### config.mk
export PLATFORM = sky130hd
export DESIGN_NAME = rgb_to_gray_stream
export DESIGN_NICKNAME = d
export VERILOG_FILES = /design/src/rtl/rgb_to_gray_stream_pkg.sv /design/src/rtl/rgb_to_gray_stream_pipe_delay.sv /design/src/rtl/rgb_to_gray_stream.sv
export SDC_FILE = /design/constraint.sdc
export NUM_CORES = 1
export LEC_CHECK = 0
export ABC_AREA = 1
export CAP_MARGIN = 10
export CORE_ASPECT_RATIO = 1.5
export CORE_MARGIN = 2
export CORE_UTILIZATION = 45
export CTS_BUF_LIST = sky130_fd_sc_hd__clkbuf_8
export DETAILED_ROUTE_END_ITERATION = 16
export GPL_TIMING_DRIVEN = 0
export HOLD_SLACK_MARGIN = 0.03
export MAX_ROUTING_LAYER = met4
export PLACE_DENSITY = 0.66
export SLEW_MARGIN = 20
export SYNTH_ARGS = -nofsm -noshare
export SYNTH_HDL_FRONTEND = slang
export SYNTH_SLANG_ARGS = --single-unit
### constraint.sdc
create_clock -name clk -period 2.6 [get_ports clk]
set_input_delay 0.39 -clock clk [delete_from_list [all_inputs] [get_ports clk]]
set_output_delay 0.39 -clock clk [all_outputs]
set_load 0.005 [all_outputs]
### src/rtl/rgb_to_gray_stream_pkg.sv
// Shared constants and helpers for the RGB888 -> 8-bit luma stream converter.
// Luma: Y = (77*R + 150*G + 29*B + 128) >> 8, evaluated in a 16-bit unsigned sum.
package rgb_to_gray_stream_pkg;

  localparam int SUM_W    = 16;
  localparam int PIPE_LAT = 3;

  localparam logic [SUM_W-1:0] COEF_R = 16'd77;
  localparam logic [SUM_W-1:0] COEF_G = 16'd150;
  localparam logic [SUM_W-1:0] COEF_B = 16'd29;
  localparam logic [SUM_W-1:0] RND    = 16'd128;

  // Weighted channel products held between the multiply and add stages.
  typedef struct packed {
    logic [SUM_W-1:0] r;
    logic [SUM_W-1:0] g;
    logic [SUM_W-1:0] b;
  } prod_t;

  // One channel times its coefficient; 255*150 still fits in SUM_W bits.
  function automatic logic [SUM_W-1:0] scale(input logic [7:0] chan,
                                             input logic [SUM_W-1:0] coef);
    return coef * SUM_W'(chan);
  endfunction

  // Upper byte of the rounded sum is the luma value.
  function automatic logic [7:0] luma_byte(input logic [SUM_W-1:0] sum);
    return 8'(sum >> 8);
  endfunction

endpackage

### src/rtl/rgb_to_gray_stream_pipe_delay.sv
// pipe_delay: reset-to-zero shift register of DEPTH stages, W bits wide.
// Carries the valid bit, last-pixel tag and optional coordinates alongside
// the arithmetic stages so side-band information stays aligned with data.
module pipe_delay #(
  parameter int W     = 1,
  parameter int DEPTH = 2
) (
  input  logic         clk,
  input  logic         rst_n,
  input  logic [W-1:0] i_data,
  output logic [W-1:0] o_data
);

  logic [DEPTH-1:0][W-1:0] r_stage;

  // Shift one stage per clock; stage 0 captures the input.
  always_ff @(posedge clk or negedge rst_n) begin
    // NOTE: every stage is reset, not just the first, so a reset mid-frame
    // cannot leak a stale valid bit out of the pipe after release.
    if (!rst_n) begin
      r_stage <= '0;
    end else begin
      // NOTE: non-blocking assignments let each stage take the old value of
      // its predecessor; blocking ones would collapse the chain into one stage.
      r_stage[0] <= i_data;
      for (int i = 1; i < DEPTH; i++) begin
        r_stage[i] <= r_stage[i-1];
      end
    end
  end

  assign o_data = r_stage[DEPTH-1];

endmodule

### src/rtl/rgb_to_gray_stream.sv
// rgb_to_gray_stream: raster RGB888 stream to 8-bit luma, fixed latency 3.
//   S1 registers the three weighted products, S2 the rounded sum,
//   S3 the luma byte (loaded only for valid pixels, otherwise held).
// Input-side raster counters tag the last pixel of each frame; the tag rides
// the pipeline and becomes frame_end_o, coincident with that pixel's output.
// Optional build macro RGB2GRAY_COORD_EN adds row_o/col_o, the raster
// position of the pixel currently on grayscale_o.
module rgb_to_gray_stream
  import rgb_to_gray_stream_pkg::*;
#(
  parameter  int IMG_WIDTH  = 9,
  parameter  int IMG_HEIGHT = 9,
  localparam int COL_W      = $clog2(IMG_WIDTH),
  localparam int ROW_W      = $clog2(IMG_HEIGHT)
) (
  input  logic             clk,
  input  logic             rst_n,
  input  logic [23:0]      rgb_i,
  input  logic             done_i,
  output logic [7:0]       grayscale_o,
  output logic             done_o,
`ifdef RGB2GRAY_COORD_EN
  output logic             frame_end_o,
  output logic [ROW_W-1:0] row_o,
  output logic [COL_W-1:0] col_o
`else
  output logic             frame_end_o
`endif
);

`ifdef RGB2GRAY_COORD_EN
  localparam int TAG_W = 2 + ROW_W + COL_W;
`else
  localparam int TAG_W = 2;
`endif

  // Input raster position of the pixel presented on rgb_i.
  logic [COL_W-1:0] r_col, w_col_nxt;
  logic [ROW_W-1:0] r_row, w_row_nxt;
  logic             w_last;

  // Arithmetic pipeline.
  prod_t            r_prod;
  logic [SUM_W-1:0] r_sum;
  logic [7:0]       r_gray;
  logic             r_done;
  logic             r_frame_end;

  // Side-band pipeline: {coords (optional), last tag, valid}.
  logic [TAG_W-1:0] w_tag_in;
  logic [TAG_W-1:0] w_tag_s2;
  logic             w_valid_s2;
  logic             w_last_s2;

  assign w_last = done_i
                  && (r_col == COL_W'(IMG_WIDTH - 1))
                  && (r_row == ROW_W'(IMG_HEIGHT - 1));

  // Next raster position: advance on each accepted pixel, wrap col then row.
  always_comb begin
    // NOTE: defaults first so every path assigns both outputs and no latch forms.
    w_col_nxt = r_col;
    w_row_nxt = r_row;
    if (done_i) begin
      if (r_col == COL_W'(IMG_WIDTH - 1)) begin
        w_col_nxt = '0;
        if (r_row == ROW_W'(IMG_HEIGHT - 1)) begin
          w_row_nxt = '0;
        end else begin
          w_row_nxt = r_row + ROW_W'(1);
        end
      end else begin
        w_col_nxt = r_col + COL_W'(1);
      end
    end
  end

  // Raster counter registers.
  always_ff @(posedge clk or negedge rst_n) begin
    if (!rst_n) begin
      r_col <= '0;
      r_row <= '0;
    end else begin
      r_col <= w_col_nxt;
      r_row <= w_row_nxt;
    end
  end

`ifdef RGB2GRAY_COORD_EN
  assign w_tag_in = {r_row, r_col, w_last, done_i};
`else
  assign w_tag_in = {w_last, done_i};
`endif

  // Side-band covers S1 and S2; the output register below is the third stage.
  pipe_delay #(
    .W     (TAG_W),
    .DEPTH (PIPE_LAT - 1)
  ) u_tag_pipe (
    .clk    (clk),
    .rst_n  (rst_n),
    .i_data (w_tag_in),
    .o_data (w_tag_s2)
  );

  assign w_valid_s2 = w_tag_s2[0];
  assign w_last_s2  = w_tag_s2[1];

  // S1: weighted channel products.
  always_ff @(posedge clk or negedge rst_n) begin
    if (!rst_n) begin
      r_prod <= '0;
    end else begin
      r_prod.r <= scale(rgb_i[23:16], COEF_R);
      r_prod.g <= scale(rgb_i[15:8],  COEF_G);
      r_prod.b <= scale(rgb_i[7:0],   COEF_B);
    end
  end

  // S2: rounded sum; max 65408, so SUM_W bits never overflow.
  always_ff @(posedge clk or negedge rst_n) begin
    if (!rst_n) begin
      r_sum <= '0;
    end else begin
      r_sum <= r_prod.r + r_prod.g + r_prod.b + RND;
    end
  end

  // S3: output register; luma loads only for valid pixels and holds across bubbles.
  always_ff @(posedge clk or negedge rst_n) begin
    if (!rst_n) begin
      r_gray      <= '0;
      r_done      <= 1'b0;
      r_frame_end <= 1'b0;
    end else begin
      r_done      <= w_valid_s2;
      r_frame_end <= w_last_s2;
      if (w_valid_s2) begin
        r_gray <= luma_byte(r_sum);
      end
    end
  end

`ifdef RGB2GRAY_COORD_EN
  logic [ROW_W-1:0] r_row_o;
  logic [COL_W-1:0] r_col_o;

  // S3 for coordinates: follows the luma load so coords hold when done_o=0.
  always_ff @(posedge clk or negedge rst_n) begin
    if (!rst_n) begin
      r_row_o <= '0;
      r_col_o <= '0;
    end else if (w_valid_s2) begin
      r_row_o <= w_tag_s2[TAG_W-1 -: ROW_W];
      r_col_o <= w_tag_s2[2 +: COL_W];
    end
  end

  assign row_o = r_row_o;
  assign col_o = r_col_o;
`endif

  assign grayscale_o = r_gray;
  assign done_o      = r_done;
  assign frame_end_o = r_frame_end;

endmodule
# ---- Word level (Yosys, flattened, before mapping)
# Index checks and enable logic that the tools add are counted.
dict set report word_totals {
  register_bits 81
  inputBits 27
  out_inout_bits 10
  wordCells 26
}
dict set report op_classes {
  add_sub_neg 5
  multipliers 3
  eq_ne 2
  n_mux 2
  n_reduce_logical 3
}
# operator count
set op_table {}
lappend op_table {{$mul A7 B8 Y15 const A} 2}
lappend op_table {{$add A15 B16 Y16} 1}
lappend op_table {{$add A16 B13 Y16} 1}
lappend op_table {{$add A16 B8 Y16 const B} 1}
lappend op_table {{$mul A5 B8 Y13 const A} 1}
lappend op_table {{$add A4 B1 Y4 const B} 2}
lappend op_table {{$eq A4 B4 Y1 const B} 2}
lappend op_table {{$mux W4} 2}
lappend op_table {{$logic_and A1 B1 Y1} 2}
lappend op_table {{$reduce_and A2 Y1} 1}

# ---- Logic depth before layout (Yosys ltp)
dict set report depth {
  word_depth 3
  mapped_depth 15
  depth_no_buf 15
}

# ---- Hierarchy
# A second synthesis with hierarchy kept.
dict set report unflattened {
  hier_cells 751
  hier_area_um2 6526.3
}
# module n_inst cells_per_inst area_each_um2
set modules_own_cells {}
lappend modules_own_cells {rgb_to_gray_stream 1 745 6411.1}
lappend modules_own_cells {pipe_delay 1 6 115.1}

# ---- Worst setup path after synthesis
# No wires, ideal clock.
dict set report synth_timing {
  path_type {input-to-reg}
  start {input port rgb_i[12]}
  end {register r_prod[31] (netlist name)}
  t_arrival_ps 2891
  required_ps 2481
  path_slack_ps -410
  stages 13
  path_cell_list {ha_1 -> ha_1 -> inv_1 -> fa_1 -> fa_1 -> inv_1 -> ha_1 -> a21oi_1 -> o21ai_0 -> nand2_1 -> nand3_1 -> nand2_1 -> nand2_1}
}
dict set report synth_between {
  elab_chain_len 1
}
# item line_no
set synth_lines {}
lappend synth_lines {{start, declared} rgb_to_gray_stream.sv:18} ;# input logic [23:0] rgb_i,
lappend synth_lines {{$mul A7 B8 Y15} rgb_to_gray_stream_pkg.sv:23} ;# return coef * SUM_W'(chan);
lappend synth_lines {{end, declared} rgb_to_gray_stream.sv:43} ;# prod_t r_prod;
# No other way between the ends.
# A chain may end at the register's enable or synchronous reset.

# ---- Final worst setup path
dict set report layout_timing {
  start {input port rgb_i[21]}
  end {register r_prod[44] (netlist name)}
}
# The elaborated chain is that of the path after synthesis.

==> metrics list <==
- The run finished, with violations left.
- The final reports fail on negative setup slack.
- Entering global routing, the biggest net connects 41 pins.
* Source of the critical timing path: rgb_i[21]
- In this run the cell area of the synthesized design comes to 6484 um^2.
- Logic depth of the worst path, buffers included: 14
* DRT antenna net count: 0
- For this design, the slowest cell found on the critical path is fa_1.
- For this run, the total global-route usage over all layers was measured as 18.41%.
- Xor and xnor area share after synthesis: under 10%
- The design draws around 10 mW.
* Routability Congestion: 0.9513
- The clock net in this run drives a total of between 70 and 80 sinks.
- Across the VDD grid, the largest voltage drop is 0.0007889 V.
- Power spread over the standard cell area amounts to roughly 1200 nW/um^2.
- Area used by sequential logic in the layout: roughly 1800 um^2
- Worst Path Arrival: 2.88 ns
- The number of antenna diodes in the final layout is 0.
* Maximum single-stage delay on the critical path: slightly above 0.5 ns
- By area, the combinational part of the netlist is dominated by adder cells.
- Summed over all cells, the static leakage comes to ~4.3 nW.
* Crit Reg-Reg Endpoint: r_sum[15]$_DFF_PN0_
* Layout cells sized above 1: a little under a quarter
- Endpoints failing hold: 0
- Total congestion overflow: 0
* Routed wire per std cell: roughly 13 um
- Maximum root-to-sink buffer count: 2
- Worst reg2reg setup slack: ~0.16 ns
- The core region is about 14000 um^2.
- Summing all multi-input logic gate instances after layout gives roughly 4800 um^2.
* Top library cells by usage in the layout, fill and taps aside: 152 x inv_1, 110 x nand2_1, 93 x ha_1
- Worst Reg-to-Reg Cells: 10
* Top cells by area, synth: dfrtp_1 28%, ha_1 25%, fa_1 12%, inv_1 9.8%, nand2_1 7.6%
- Part of the Yosys area used for sequential elements: between 20% and 30%
* Later-pin clock latency in the skew report: approximately 0.36 ns
- Bufs and invs on worst path: 3
* Die width: between 100 and 150 um
* Arithmetic-cell share of the synthesized area counting full adders, half adders and majority gates: 36.63%
- Seq cells post-synth: between 70 and 80
- Most common cell after layout, fill and taps aside: inv_1
- TritonCTS built the clock tree.
* Top cell type by total area after synthesis: dfrtp_1
- Top cell by count, worst path: nand2_2
- First-pass GRT wire length: about 22 mm
- Clock Tree Root: clkbuf_8
* Warnings from Yosys: 0
* Total Die Area: 15400 um^2
- Total of buffers placed on input and output ports: 36
- The number of antenna violations at the first check in global routing is 0.
* Relative slew margins: a little under three quarters
* Part of the cycle the worst path needs: 101.4%
- After layout, the minimum clock period comes to roughly 2.6 ns.
- Termination of the worst setup path: r_prod[44]$_DFF_PN0_
* Routed Wire Length: between 10 and 15 mm
- Post-synthesis mux area share: about 1.4%
- Synthesis-to-finish area growth: 26.23%
- Final-report setup violation count: 2
- Total half-perimeter wirelength after legalization and detailed placement: ~10 mm
- Synthesized-area fraction occupied by ao, oa, aoi and oai cells: ~5.3%
- Maximum clock frequency: between 300 and 400 MHz
- The synthesized netlist devotes ~15% of its cell area to simple gates.
- Share of the core filled with cells in the final layout: between 50 and 60%
* Area share of the leading cell type in the synthesized netlist: 28.17%
- In the post-route analysis, the smallest setup slack over all paths is -0.03721 ns.
* Net count after synthesis: a little over 900
* Crit-path max FO: 5
* Top-level I/O count: 37
- The startpoint identified for the worst register-to-register timing path is r_prod[11]$_DFF_PN0_.
- Count of nets after finishing: approximately 990
* Number of vias in the routed layout: about 4900
- In this run, the number of DRC markers left after iteration 0 of detailed routing was about 140.
* Die Y: 151.0 um
* CP Class: in2reg
* Sequence of cells on the critical path: buf_8 > ha_4 > ha_4 > inv_2 > fa_1 > fa_1 > inv_2 > ha_4 > nand2_2 > nand2_2 > o21bai_4 > nand2_2 > nand4_1 > nand2_2
- Detailed-route DRC error count: 0
- Number of global-route vias before repair: around 5000
* Effective utilization at floorplan: 46.12%
- Data on the critical path is required at its endpoint by roughly 2.8 ns.
- TritonCTS Buffers: 9
- Syn Inst Count: approximately 730
- STA classifies the critical path endpoint as a register.
* Least-Margin Pin Slew: between 0.4 and 0.5 ns
- Category of cells accounting for the largest share of critical-path delay: adder cells
- The floorplan has 53 rows.
- Count of H-tree levels built during CTS: 3
- Setup repair after global routing could not meet its margin everywhere.
- The worst hold path belongs to the class in2reg.
- Slew Viols, Final: 0
* Worst clock skew: roughly 0.015 ns
- Avg Inst Size Synth: ~9 um^2
- Dividing the detail-routed via count by the number of cells gives between 4 and 5.
- Detailed Routing Iterations Pass 1: 4
- After clock tree synthesis, the clock-pin slew on the worst setup and hold paths is 0.08 ns.
- Max-cap violations in this run came to 0.
- The worst setup path is launched from an input port.
- The netlist uses 28 different library cells.
- Filler cell count in the final layout: approximately 1200
-- cell usage after synthesis --
master	instances
fa_1	38
nand4_1	10
nand2_1	131
mux2_2	8
nand3_1	39
o21ai_1	1
o21ai_2	3
nor2_2	1
and2_1	1
nor3_2	1
ha_1	129
nor3_1	5
xnor2_1	6
a21o_1	1
a21oi_1	33
clkinv_2	1
a21boi_0	1
nand4_2	1
nor2_1	34
a31oi_1	2
buf_2	1
nand3b_1	2
and3_1	2
o21bai_1	9
inv_1	169
dfrtp_1	73
xor2_1	21
o21ai_0	11
-- worst min-delay path by stage --
stage                                        start                     to  cells past startpoint
CTS                                       rgb_i[1]    r_prod[1]$_DFF_PN0_                      1
finish                                    rgb_i[1]    r_prod[1]$_DFF_PN0_                      1
detailed placement  u_tag_pipe.o_data[1]$_DFF_PN0_  frame_end_o$_DFF_PN0_                      0
floorplan                                    rst_n       done_o$_DFF_PN0_                      0
global route                              rgb_i[1]    r_prod[1]$_DFF_PN0_                      1
global placement    u_tag_pipe.o_data[1]$_DFF_PN0_  frame_end_o$_DFF_PN0_                      0
-- metrics by stage --
| step | hold WS (ns) | setup slack [ns] | cell area, um^2 | std cells | setup TNS, ns |
|---|---|---|---|---|---|
| 2_1_floorplan | 0.09441 | -0.1559 | 6701 | 734 | -1.355 |
| 3_3_place_gp | 0.3382 | -1.268 | 7302 | 962 | -112.90 |
| 3_5_place_dp | 0.3389 | -1.045 | 7320 | 963 | -21.89 |
| 4_1_cts | 0.1618 | -0.08030 | 7820 | 989 | -0.2858 |
| 5_1_grt | 0.1775 | -0.1051 | 8184 | 992 | -0.8589 |
| 6_report | 0.1844 | -0.03721 | 8184 | 992 | -0.04714 |
-- power by group --
part | total (mW) | internal (mW) | switching [mW] | leakage (nW)
Clock | 1.01 | 0.569 | 0.438 | 0.113
Sequential | 1.81 | 1.62 | 0.183 | 0.873
Combinational | 7.32 | 3.01 | 4.31 | 3.31
Total | 10.1 | 5.20 | 4.93 | 4.29
-- layer usage --
metal	vias up	global-route usage, %	wire [um]
met4	0	8.200	454
met5	-	-	0
met1	2367	20.28	5288
li1	2452	-	-
met2	88	33.16	7251
met3	31	1.892	249
-- final cells by class --
| cell class | count | area share [%] |
|---|---|---|
| inverters | 170 | 7.904 |
| repair buffers | 50 | 5.718 |
| plain buffers | 1 | 0.06115 |
| well taps | 192 | 2.935 |
| clock inverters | 6 | 1.101 |
| flip-flops and latches | 73 | 22.32 |
| clock buffers | 10 | 1.682 |
| multi-input cells | 490 | 58.28 |
-- flip-flops by register name, summed over array words and instances, names as in the netlist --
name and flops:
done_o 1, frame_end_o 1, grayscale_o 8, r_col 4, r_prod 43, r_row 4
r_sum 8, u_tag_pipe.o_data 2, u_tag_pipe.r_stage 2
-- what timing repair did --
action | CTS | global route
hold buffers | 1 | 0
resized for setup | 123 | 87
buffers inserted | 9 | 3
pin swaps | 45 | 65
hold endpoints to repair | 33 | 0
endpoints found under the setup margin | 25 | 23
-- cell families (layout without fill, tap and decap cells) --
logic type                 Yosys count  count (layout)
and+or+nand+nor                    227             227
buffers and inverters              171             237
adders and majority gates          167             167
DFF                                 73              73
AOI/OAI and AO/OA                   61              61
xor gates and xnor gates            27              27
muxes                                8               8
(Power assumes the default switching activity.)
